$ cat config.mk
export PLATFORM = sky130hd
export DESIGN_NAME = sw_debounce_sync
export DESIGN_NICKNAME = d
export VERILOG_FILES = /design/src/rtl/sw_debounce_sync_pkg.sv /design/src/rtl/sw_debounce_bit.sv /design/src/rtl/sw_debounce_sync.sv
export SDC_FILE = /design/constraint.sdc
export NUM_CORES = 1
export LEC_CHECK = 0
export ABC_AREA = 1
export BUFFER_PORTS_ARGS = -buffer_cell sky130_fd_sc_hd__buf_2
export CORE_ASPECT_RATIO = 0.75
export CORE_MARGIN = 2
export CORE_UTILIZATION = 55
export DETAILED_ROUTE_END_ITERATION = 6
export PLACE_DENSITY_LB_ADDON = 0.15
export SYNTH_ARGS = -nofsm -noshare
export SYNTH_HDL_FRONTEND = slang
export SYNTH_SLANG_ARGS = --single-unit
$ cat constraint.sdc
create_clock -name clk_in -period 1.7 [get_ports clk_in]
set_input_delay 0.17 -clock clk_in [delete_from_list [all_inputs] [get_ports clk_in]]
set_output_delay 0.17 -clock clk_in [all_outputs]
set_load 0.02 [all_outputs]
$ cat src/rtl/sw_debounce_sync_pkg.sv
// rtl/sw_debounce_sync_pkg.sv - shared constants for switch conditioning and clock-divider stages
package sw_debounce_sync_pkg;

  localparam int SYS_CLK_HZ = 1_000_000;
  localparam int SW_WIDTH   = 4;

  function automatic int debounce_cycles(input int ms);
    return (SYS_CLK_HZ / 1000) * ms;
  endfunction

  localparam int SW_STABLE_CNT_1MHZ = debounce_cycles(10);

endpackage

$ cat src/rtl/sw_debounce_bit.sv
// rtl/sw_debounce_bit.sv - one switch bit: two-flop synchronizer, qualify counter, level and edge flops
module sw_debounce_bit #(
  parameter int STABLE_CNT = 10_000,
  parameter int CNT_W      = $clog2(STABLE_CNT)
) (
  input  logic clk_in,
  input  logic rst,
  input  logic raw,
  output logic db,
  output logic rise,
  output logic fall,
  output logic qual
);

  localparam logic [CNT_W-1:0] LAST = CNT_W'(STABLE_CNT - 1);

  logic             s1;
  logic             s2;
  logic [CNT_W-1:0] cnt;

  // High on the edge where the debounced level will flip; lets the top register sw_chg in step.
  assign qual = (s2 != db) && (cnt == LAST);

  always_ff @(posedge clk_in) begin
    if (rst) begin
      s1   <= 1'b0;
      s2   <= 1'b0;
      cnt  <= '0;
      db   <= 1'b0;
      rise <= 1'b0;
      fall <= 1'b0;
    end else begin
      s1   <= raw;
      s2   <= s1;
      rise <= qual & s2;
      fall <= qual & ~s2;
      if (s2 == db) begin
        cnt <= '0;
      end else if (qual) begin
        db  <= s2;
        cnt <= '0;
      end else begin
        cnt <= cnt + 1'b1;
      end
    end
  end

endmodule

$ cat src/rtl/sw_debounce_sync.sv
// rtl/sw_debounce_sync.sv - synchronize and debounce slide switches, emit level and edge pulses
module sw_debounce_sync
  import sw_debounce_sync_pkg::*;
#(
  parameter int WIDTH      = SW_WIDTH,
  parameter int STABLE_CNT = SW_STABLE_CNT_1MHZ,
  parameter int CNT_W      = $clog2(STABLE_CNT)
) (
  input  logic             clk_in,
  input  logic             rst,
  input  logic [WIDTH-1:0] sw_raw,
  output logic [WIDTH-1:0] sw_db,
  output logic [WIDTH-1:0] sw_rise,
  output logic [WIDTH-1:0] sw_fall,
  output logic             sw_chg
);

  logic [WIDTH-1:0] qual;

  for (genvar i = 0; i < WIDTH; i++) begin : g_bit
    sw_debounce_bit #(
      .STABLE_CNT(STABLE_CNT),
      .CNT_W     (CNT_W)
    ) u_bit (
      .clk_in(clk_in),
      .rst   (rst),
      .raw   (sw_raw[i]),
      .db    (sw_db[i]),
      .rise  (sw_rise[i]),
      .fall  (sw_fall[i]),
      .qual  (qual[i])
    );
  end

  always_ff @(posedge clk_in) begin
    if (rst) begin
      sw_chg <= 1'b0;
    end else begin
      sw_chg <= |qual;
    end
  end

endmodule

# Word-level counts from Yosys, hierarchy flattened
# Cells that the tools add are included.
[totals]
word_cells = 70
inputBits = 6
register_bits = 77
out_inout_bits = 13
[classes]
bitwise_logic = 16
n_reduce_logical = 13
add_sub_neg = 4
n_eq_ne = 12
[op_table]
columns = ["op", "n"]
rows = [
  ["adder 14 x 1 -> 14 bit, second input constant", 4],
  ["equality test 14 bit, second input constant", 4],
  ["OR reduction 3 bit", 4],
  ["bitwise AND 1 bit", 8],
  ["inverter 1 bit", 8],
  ["AND reduction 2 bit", 4],
  ["equality test 1 bit", 4],
  ["logical AND 1 bit", 4],
  ["!= test 1 bit", 4],
  ["OR reduction 4 bit", 1],
]

# Depth between registers and ports, before layout
# Gate-level depths: netlist of run 1.
[logic_depth]
depth_word = 3
mapped_depth = 8
mapped_depth_nobuf = 8

# Cells and area by module
# From an unflattened synthesis of run 1, not the netlist that was laid out.
[unflattened]
cells_unflattened = 564
area_unflattened_um2 = 3986.3
[by_module_without_submodules]
columns = ["mod", "area_each_um2", "seq_area_each_um2", "n_inst", "cells_each"]
rows = [
  ["sw_debounce_bit", 988.4, 380.4, 4, 140],
  ["sw_debounce_sync", 32.5, 20.0, 1, 4],
]

# Worst setup path before layout of run 1
# OpenSTA, ideal clock, no wires.
[synth_timing]
kind = "register -> register"
startpoint = "register g_bit[2].u_bit.cnt[0]"
endpoint = "register g_bit[2].u_bit.cnt[9]"
period_less_slack_ns = 1.308
required_time_ns = 1.585
setup_slack_ns = 0.392
setup_ns = 0.115
n_path_buf = 1
arrival_ns = 1.193
stages_incl_launch_ff = 8
cell_sequence = "dfxtp_1 -> ha_1 -> nand3_2 -> nor2_1 -> nand2_2 -> nand3_4 -> buf_6 -> nor2_2"
[synth_between]
elab_chain_len = 3
word_cells_on_any_way = 4
cone_classes = "1 x add/sub; 1 x eq/ne; 2 x reduce/logical"
[synth_rtl]
columns = ["item", "line_no", "rtl"]
rows = [
  ["from (decl)", "sw_debounce_bit.sv:19", "logic [CNT_W-1:0] cnt;"],
  ["from (signal assigned)", "sw_debounce_bit.sv:43", "cnt <= cnt + 1'b1;"],
  ["branches (longest 3 deep; another with adder 14 x 1 -> 14 bit)", "n/a", ""],
]
# Parallel ways; which one is timed is not known.
# A chain may end at the register's enable or synchronous reset.

# Worst setup path after layout of run 1
[layout_timing]
startpoint = "register g_bit[1].u_bit.cnt[0]"
endpoint = "register g_bit[1].u_bit.cnt[12]"
[layout_between]
elab_chain_len = 3
word_cells_on_any_way = 4
cone_classes = "1 x add/sub; 1 x eq/ne; 2 x reduce/logical"
[layout_rtl]
columns = ["item", "line_no"]
rows = [
  ["from (decl)", "sw_debounce_bit.sv:19"],
  ["from (signal assigned)", "sw_debounce_bit.sv:43"],
  ["branches (longest 3 deep; another with adder 14 x 1 -> 14 bit)", "n/a"],
]
# Parallel ways; which one is timed is not known.

==> impl_metrics.json, run 1 <==
{
  "cts_hold_buf": 0,
  "worstSkewPairLatency_ns": 0.35,
  "routedWlPerCell_um": 10.5,
  "post-route-period-util_pct": 85.5,
  "synth-seq-cells": 77,
  "synth_top_area_share_pct": 44.5,
  "yosysMostFrequentCell": "nor2_1",
  "drc": 0,
  "initial_core_util_pct": 55.9,
  "numPlacedInstances": 521,
  "finClkSkew_ns": 0.00942,
  "num_antenna_cells": 0,
  "overflow": 0,
  "instances_no_fill": 537,
  "syn_nets": 449,
  "setup_viol": 0,
  "synth-edff-count": 0,
  "synth_area_leader_cell": "dfxtp_1",
  "drt_pre_antenna_iters": 6,
  "worstMarginPinSlew_ns": 0.471,
  "cts_tree": "done",
  "drv_cap": 0,
  "fp-row-count": 25,
  "grt_usage_pct": 17.9,
  "syn_area_mm2": 0.00346,
  "grt_max_degree": 15,
  "cts_buffer_depth": 2,
  "place_area_mm2": 0.00352,
  "min_period_ns": 1.45,
  "cp_data_required_time_ns": 1.93,
  "postCtsResizedCells": 0,
  "dieWidth_um": 95.6,
  "root_buffer": "clkbuf_8",
  "start_kind": "register",
  "nets": 461,
  "grt_pass1_vias": 2264,
  "grt_antenna_before_repair": 0,
  "endpoint_kind": "register",
  "setup_ws_ns": 0.247,
  "leakagePower_nw": 1.34,
  "core_mm2": 0.00619,
  "io_pins": 19,
  "run_status": "complete, no violations",
  "rsz0062_at_grt": "no",
  "clock.fmax_mhz": 688,
  "finalPower_mw": 3.22,
  "maxSlewViolCount": 0,
  "dr_total_vias": 2550,
  "syn_avg_cell_area_um2": 7.89,
  "vias_per_cell": 4.75,
  "dieArea_mm2": 0.00696,
  "synth_area_leaders": "dfxtp_1 44%, nor2_1 9.4%, nand2_1 7.5%",
  "path_clk_slew_ns": 0.08,
  "io_buffers": 18,
  "tns_ns": 0,
  "power.density_mw_per_mm2": 867,
  "post-cts-setup-buffers": 0,
  "seq_area_frac_synth_pct": 44.5,
  "crit_fanout": 14,
  "ir_drop_uv": 616,
  "worstHoldPathType": "primary input to register",
  "drive_gt1_share_pct": 15.6,
  "grt_pass1_wl_um": 9640,
  "dp_hpwl_um": 4100,
  "fill_cells": 581,
  "critPathArrivalTime_ns": 1.68,
  "routabilityCongestion": 0.794,
  "synth_commonest_cells": "87 x nor2_1, 77 x dfxtp_1, 69 x nand2_1",
  "synthCells": 439,
  "synth-async-reset-ratio_pct": 0,
  "final_util_pct": 59.9,
  "drt_iter0_markers": 82,
  "hold_viol": 0,
  "yosysUniqueCellTypes": 27,
  "routed_wl_um": 5660,
  "areaGrowthSynthToFinish_pct": 7.08,
  "synth_warnings": 0,
  "worstSetupPathType": "register to register",
  "clock-sinks": 77,
  "antenna_left": 0,
  "numCtsBuffers": 9,
  "final_cell_area_mm2": 0.00371,
  "dominantRegCellSynth": "dfxtp_1",
  "whs_ns": 0.0380,
  "place_ws_ns": 0.230,
  "cts_max_level": 3,
  "die-height_um": 72.7,
  "relSlewSlack_pct": 68.6
}
path summary, 6_finish.rpt:
| check | start | endpoint | slack [ns] | cells past startpoint |
|---|---|---|---|---|
| setup / recovery | g_bit[1].u_bit.cnt[0]$_SDFF_PP0_ | g_bit[1].u_bit.cnt[12]$_SDFF_PP0_ | 0.25 | 6 |
| hold / removal | sw_raw[0] | g_bit[0].u_bit.s1$_SDFF_PP0_ | 0.04 | 3 |
| setup reg to reg | g_bit[1].u_bit.cnt[0]$_SDFF_PP0_ | g_bit[1].u_bit.cnt[12]$_SDFF_PP0_ | 0.25 | 6 |
| hold reg to reg | g_bit[1].u_bit.s1$_SDFF_PP0_ | g_bit[1].u_bit.s2$_SDFF_PP0_ | 0.40 | 2 |
critical path, stage by stage (launching register included):
cell and delay [ns]:
dfxtp_1 0.37, ha_1 0.22, nand3_2 0.12, nor2_1 0.20
nand2_2 0.11, nand3_2 0.24, nor2_1 0.08
per-layer routing:
metal / vias to the layer above / GRT usage, % / share of wire [%]
li1: 1374 / - / -
met1: 1144 / 23.2 / 52
met2: 27 / 27.5 / 43
met3: 5 / 7.13 / 3.8
met4: 0 / 5.56 / 0.94
met5: - / 0 / 0
logic make-up after synthesis:
kind of cell,Yosys count,share of synthesized area [%]
simple gates,234,32.6
fa+ha+maj,4,1.44
xor+xnor,32,8.09
compound gates,23,3.65
flops,77,44.5
buf+inv,69,9.75
sequential cells by signal, indices dropped and copies added, names as in the netlist:
name	cells
g_bit.u_bit.s1	4
sw_chg	1
g_bit.u_bit.s2	4
g_bit.u_bit.rise	4
g_bit.u_bit.cnt	56
g_bit.u_bit.db	4
g_bit.u_bit.fall	4
layout make-up:
class                      instances  area [um2]  area share, %
timing repair buffer              19        97.6           2.63
tap                               81         101           2.73
clock buffer                      12         145           3.91
sequential                        77        1540           41.6
multi-input combinational        293        1590           42.7
clock inverter                     4        47.5           1.28
inverter                          51         191           5.16
cell usage in the layout, fill, tap and decap left out:
cell / instances
nand3b_1: 3
o21ai_0: 5
nand2_1: 69
bufinv_16: 1
nand2_2: 5
inv_2: 2
ha_1: 4
nor3_1: 5
nand3_2: 11
xor2_1: 21
or2_0: 4
a21oi_1: 14
buf_2: 18
buf_4: 1
nor2_1: 87
o21ai_1: 1
clkinvlp_4: 1
clkbuf_1: 2
nor2_2: 5
clkinv_2: 2
nand3_1: 23
nor3_2: 1
inv_1: 49
nand3_4: 1
clkbuf_8: 10
nor2_4: 6
nand4_1: 10
dfxtp_1: 77
or2_2: 4
a21oi_2: 3
xnor2_1: 11
power by group:
part / switching (mW) / internal, mW / leakage [nW]
clock: 0.631 / 0.715 / 0.0964
sequential: 0.00694 / 1.81 / 0.622
combinational: 0.0341 / 0.0156 / 0.619
Power figures use the tool's default switching activity.
==> inputs of run 2 (changes only) <==
--- a/config.mk
+++ b/config.mk
@@ -5,7 +5,6 @@
 export SDC_FILE = /design/constraint.sdc
 export NUM_CORES = 1
 export LEC_CHECK = 0
-export ABC_AREA = 1
 export BUFFER_PORTS_ARGS = -buffer_cell sky130_fd_sc_hd__buf_2
 export CORE_ASPECT_RATIO = 0.75
 export CORE_MARGIN = 2
==> impl_metrics.json, run 2 <==
{
  "overflow": 0,
  "run_status": "finished, violations left",
  "final_util_pct": 68.0,
  "syn_nets": 363,
  "hold_start": "sw_raw[1]",
  "antenna_left": 0,
  "clock.fmax_mhz": 585,
  "grt_pass1_vias": 2319,
  "whs_ns": 0.0415,
  "drive_gt1_share_pct": 24.1,
  "syn_avg_cell_area_um2": 9.24,
  "leakagePower_nw": 1.37,
  "worstMarginPinSlew_ns": 0.368,
  "drt_pre_antenna_iters": 4,
  "setup_ws_ns": -0.0106,
  "layout_commonest_cell": "dfxtp_1",
  "syn_area_mm2": 0.00326,
  "largest_reg_flops": 56,
  "final_cell_mix": "73 x dfxtp_1, 50 x nor2_1, 32 x buf_4, 27 x xnor2_1",
  "synth-async-reset-ratio_pct": 0,
  "drc": 0,
  "crit_fanout": 7,
  "place_ws_ns": -0.0603,
  "synth_warnings": 0,
  "synth_top_area_share_pct": 47.2,
  "synth_area_leaders": "dfxtp_1 47%, xnor2_1 7.2%, nor2_1 6.7%",
  "routedWlPerCell_um": 13.0,
  "cts_hold_buf": 0,
  "cts_max_level": 3,
  "synth_area_leader_cell": "dfxtp_1",
  "core_mm2": 0.00577,
  "numPlacedInstances": 459,
  "worstHoldEndpoint": "g_bit[1].u_bit.s1$_SDFF_PP0_",
  "violations": "negative setup slack",
  "instances_no_fill": 477,
  "power.density_mw_per_mm2": 857,
  "finalPower_mw": 3.36,
  "synth-edff-count": 0,
  "numCtsBuffers": 9,
  "initial_core_util_pct": 56.6,
  "root_buffer": "clkbuf_8",
  "dr_total_vias": 2449,
  "cp_data_required_time_ns": 1.94,
  "grt_pass1_wl_um": 10200,
  "yosysUniqueCellTypes": 33,
  "relSlewSlack_pct": 75.2,
  "nets": 405,
  "num_antenna_cells": 0,
  "synth_commonest_cells": "77 x dfxtp_1, 58 x nor2_1, 27 x xnor2_1",
  "worstHoldPathType": "primary input to register",
  "dp_hpwl_um": 4160,
  "reg2reg_depth": 5,
  "ir_drop_uv": 549,
  "place_area_mm2": 0.00358,
  "endpoint_kind": "register",
  "start_kind": "register",
  "drt_iter0_markers": 64,
  "routabilityCongestion": 0.838,
  "dieWidth_um": 92.9,
  "cts_buffer_depth": 2,
  "post-route-period-util_pct": 101,
  "die-height_um": 70.7,
  "grt_antenna_before_repair": 0,
  "dominantRegCellSynth": "dfxtp_1",
  "worstReg2RegStart": "g_bit[1].u_bit.cnt[12]$_SDFF_PP0_",
  "r2r-end": "g_bit[1].u_bit.cnt[3]$_SDFF_PP0_",
  "path_clk_slew_ns": 0.08,
  "setup_viol": 6,
  "top_register": "g_bit.u_bit.cnt",
  "min_period_ns": 1.71,
  "critPathArrivalTime_ns": 1.95,
  "vias_per_cell": 5.13,
  "synthCells": 353,
  "areaGrowthSynthToFinish_pct": 20.1,
  "tns_ns": -0.0363,
  "fp-row-count": 24,
  "io_pins": 19,
  "hold_viol": 0,
  "clock-sinks": 77,
  "drv_cap": 0,
  "rsz0062_at_grt": "yes",
  "final_cell_area_mm2": 0.00392,
  "finClkSkew_ns": 0.0148,
  "routed_wl_um": 6210,
  "cts_tree": "done",
  "seq_area_frac_synth_pct": 47.2,
  "worstSkewPairLatency_ns": 0.35,
  "hold_path_depth": 2,
  "io_buffers": 18,
  "dieArea_mm2": 0.00657,
  "worstSetupPathType": "register to register",
  "grt_usage_pct": 19.7,
  "yosysMostFrequentCell": "dfxtp_1",
  "r2r_slack_ns": -0.01,
  "synth-seq-cells": 77,
  "maxSlewViolCount": 0,
  "grt_max_degree": 21
}
[run 2: changes by cell type after synthesis, sizes merged, moves of 5 or more]
cell | previous run | this run
inv | 51 | 9
or4b | 0 | 5
nor4 | 0 | 10
or3 | 0 | 12
or2 | 8 | 2
nand3 | 35 | 20
nand2 | 74 | 17
a21oi | 17 | 7
nor2b | 0 | 8
and3 | 0 | 7
nor2 | 98 | 58
xnor2 | 11 | 27
[run 2: area by class of cell]
type                       count  area [um2]
clock buffer                   9         124
sequential                    77        1550
inverter                       9        33.8
fill                         485        1850
clock inverter                 6        86.3
timing repair buffer          53         395
multi-input combinational    245        1640
tap                           78        97.6
[run 2: cell families after synthesis]
family / Yosys count / synth area share, %
and+or+nand+nor: 176 / 29.1
muxes: 4 / 1.23
DFF: 77 / 47.2
adders and majority gates: 4 / 1.53
AOI/OAI and AO/OA: 15 / 2.57
buffers and inverters: 32 / 6.21
xor gates and xnor gates: 45 / 12.1
[run 2: power breakdown]
part | internal (mW) | switching [mW]
registers | 1.81 | 0.00702
logic | 0.0294 | 0.0331
clock network | 0.818 | 0.659
total | 2.66 | 0.699
[run 2: per-layer routing]
layer / wire length [um] / GRT usage (%)
met1: 3030 / 25.1
met2: 2890 / 31.9
met3: 198 / 5.32
met4: 84 / 8.33
met5: 0 / 0
[run 2: repair_timing]
action                                  CTS  global route
gates cloned                              0             2
endpoints found under the hold margin     0             0
gates resized for setup                   2            23
setup buffers                             0             1
pin swaps                                 0            10
endpoints found under the setup margin   13            52
[run 2: worst max path at each step]
| stage | startpoint | endpoint | slack, ns | cells after the start |
|---|---|---|---|---|
| CTS | g_bit[3].u_bit.cnt[6]$_SDFF_PP0_ | g_bit[3].u_bit.cnt[9]$_SDFF_PP0_ | 0.01 | 4 |
| global route | g_bit[1].u_bit.cnt[12]$_SDFF_PP0_ | g_bit[1].u_bit.db$_SDFFE_PP0P_ | -0.06 | 5 |
| finish | g_bit[1].u_bit.cnt[12]$_SDFF_PP0_ | g_bit[1].u_bit.cnt[3]$_SDFF_PP0_ | -0.01 | 5 |
| detailed placement | g_bit[3].u_bit.cnt[11]$_SDFF_PP0_ | g_bit[3].u_bit.cnt[9]$_SDFF_PP0_ | -0.06 | 4 |
| floorplan | g_bit[3].u_bit.cnt[11]$_SDFF_PP0_ | g_bit[3].u_bit.cnt[5]$_SDFF_PP0_ | 0.001 | 5 |
| global placement | g_bit[3].u_bit.cnt[11]$_SDFF_PP0_ | g_bit[3].u_bit.cnt[10]$_SDFF_PP0_ | -0.02 | 4 |
[run 2: critical path, cell delays in order, from the launching register on]
cell	delay, ns
dfxtp_2	0.33
or4b_4	0.54
nor4b_4	0.32
or3_4	0.22
clkbuf_16	0.17
nor2_2	0.04
==> inputs of run 3 (changes only) <==
--- a/config.mk
+++ b/config.mk
@@ -9,8 +9,10 @@
 export CORE_ASPECT_RATIO = 0.75
 export CORE_MARGIN = 2
 export CORE_UTILIZATION = 55
+export CTS_BUF_LIST = sky130_fd_sc_hd__clkbuf_4
 export DETAILED_ROUTE_END_ITERATION = 6
-export PLACE_DENSITY_LB_ADDON = 0.15
+export PLACE_DENSITY = 0.84
+export REMOVE_ABC_BUFFERS = 1
 export SYNTH_ARGS = -nofsm -noshare
 export SYNTH_HDL_FRONTEND = slang
 export SYNTH_SLANG_ARGS = --single-unit
==> impl_metrics.json, run 3 (same netlist as run 2, synthesis figures left out) <==
{
  "io_pins": 19,
  "numCtsBuffers": 9,
  "cts_max_level": 3,
  "hold_viol": 0,
  "nets": 403,
  "drt_iter0_markers": 105,
  "vias_per_cell": 5.30,
  "path_clk_slew_ns": 0.13,
  "endpoint_kind": "register",
  "relSlewSlack_pct": 77.2,
  "cts_tree": "done",
  "worstHoldPathType": "primary input to register",
  "power.density_mw_per_mm2": 744,
  "cp_data_required_time_ns": 2.01,
  "fp-row-count": 24,
  "root_buffer": "clkbuf_4",
  "setup_viol": 3,
  "grt_antenna_before_repair": 0,
  "io_buffers": 18,
  "crit_cells": 5,
  "grt_pass1_wl_um": 10700,
  "worstSetupPathType": "register to register",
  "drc": 0,
  "drt_pre_antenna_iters": 4,
  "critPathArrivalTime_ns": 2.02,
  "overflow": 0,
  "rsz0062_at_grt": "yes",
  "grt_pass1_vias": 2411,
  "largest_reg_flops": 56,
  "cts_buffer_depth": 2,
  "die-height_um": 70.7,
  "areaGrowthSynthToFinish_pct": 15.4,
  "violations": "negative setup slack",
  "numPlacedInstances": 455,
  "routabilityCongestion": 0.841,
  "critPathMaxStageDelay_ns": 0.54,
  "grt_max_degree": 19,
  "worst-path-buf-inv": 1,
  "num_antenna_cells": 0,
  "run_status": "finished, violations left",
  "antenna_left": 0,
  "dieWidth_um": 92.9,
  "dr_total_vias": 2525,
  "cp_slowest_cell": "or4b_4",
  "post-route-period-util_pct": 100,
  "final_cell_mix": "72 x dfxtp_1, 58 x nor2_1, 28 x buf_4, 27 x xnor2_1",
  "instances_no_fill": 476,
  "clock-sinks": 77,
  "dieArea_mm2": 0.00657,
  "leakagePower_nw": 1.29,
  "worstSkewPairLatency_ns": 0.43,
  "routed_wl_um": 6400,
  "tns_ns": -0.00836,
  "ir_drop_uv": 491,
  "drv_cap": 0,
  "drive_gt1_share_pct": 21.6,
  "setup_ws_ns": -0.00712,
  "core_mm2": 0.00577,
  "crit_family": "simple AND/OR/NAND/NOR gates",
  "start_kind": "register",
  "finClkSkew_ns": 0.0153,
  "reg2reg_depth": 5,
  "routedWlPerCell_um": 13.4,
  "maxSlewViolCount": 0,
  "crit_fanout": 3,
  "top_register": "g_bit.u_bit.cnt",
  "place_ws_ns": -0.0815,
  "clock.fmax_mhz": 586,
  "worstMarginPinSlew_ns": 0.342,
  "initial_core_util_pct": 56.6,
  "crit_chain": "or4b_4 > nor4b_4 > buf_4 > mux2i_1 > nor2_1",
  "final_util_pct": 65.3,
  "hold_path_depth": 2,
  "grt_usage_pct": 20.6,
  "dp_hpwl_um": 4280,
  "layout_commonest_cell": "dfxtp_1",
  "min_period_ns": 1.71
}
-- run 3: changes by cell type in the layout (fill, tap and decap cells not counted), sizes merged --
cell         previous run  this run
dlygate4sd3             0         4
bufinv                  2         0
buf                    52        48
or2                     3         2
clkbuf                 10         9
clkinvlp                1         2
clkinv                  2         4
-- run 3: final cells by class --
class | instances | area (um2)
Timing Repair Buffer | 52 | 372
Clock inverter | 7 | 41.3
Inverter | 9 | 33.8
Clock buffer | 9 | 67.6
Multi-Input combinational cell | 244 | 1610
Tap cell | 78 | 97.6
Fill cell | 449 | 2000
Sequential cell | 77 | 1550
-- run 3: worst paths after layout --
kind,startpoint,endpoint,slack (ns)
hold reg to reg,g_bit[3].u_bit.cnt[0]$_SDFF_PP0_,g_bit[3].u_bit.cnt[0]$_SDFF_PP0_,0.44
setup / recovery,g_bit[1].u_bit.cnt[12]$_SDFF_PP0_,g_bit[1].u_bit.db$_SDFFE_PP0P_,-0.007
setup reg to reg,g_bit[1].u_bit.cnt[12]$_SDFF_PP0_,g_bit[1].u_bit.db$_SDFFE_PP0P_,-0.007
hold / removal,rst,g_bit[0].u_bit.db$_SDFFE_PP0P_,0.11
-- run 3: where the power goes --
group          leakage [nW]  switching (mW)  internal, mW
sequential            0.624         0.00813          1.82
combinational         0.612          0.0299        0.0302
clock                0.0572           0.629         0.290
total                  1.29           0.667          2.14
-- run 3: through the flow --
step	cell area (um2)	hold WS [ns]	total power, mW
6_report	3770	0.106	2.80
5_1_grt	3770	0.110	2.89
4_1_cts	3710	0.0979	2.82
3_5_place_dp	3510	0.387	1.92
3_3_place_gp	3510	0.378	1.91
2_1_floorplan	3090	0.242	1.88
-- run 3: repair_timing --
action,in CTS,in global routing
setup buffers,1,0
hold endpoints to repair,4,0
hold buffers,4,0
gates cloned,0,0
resized for setup,8,14
pin swaps,6,3
setup endpoints to repair,43,59
-- run 3: layer usage --
layer  vias to the layer above  GRT usage (%)  routed length (um)
li1                       1277              -                   -
met1                      1171           25.3                2810
met4                         0           6.37                  91
met3                        16           5.54                 324
met2                        61           35.7                3170
met5                         -              0                   0
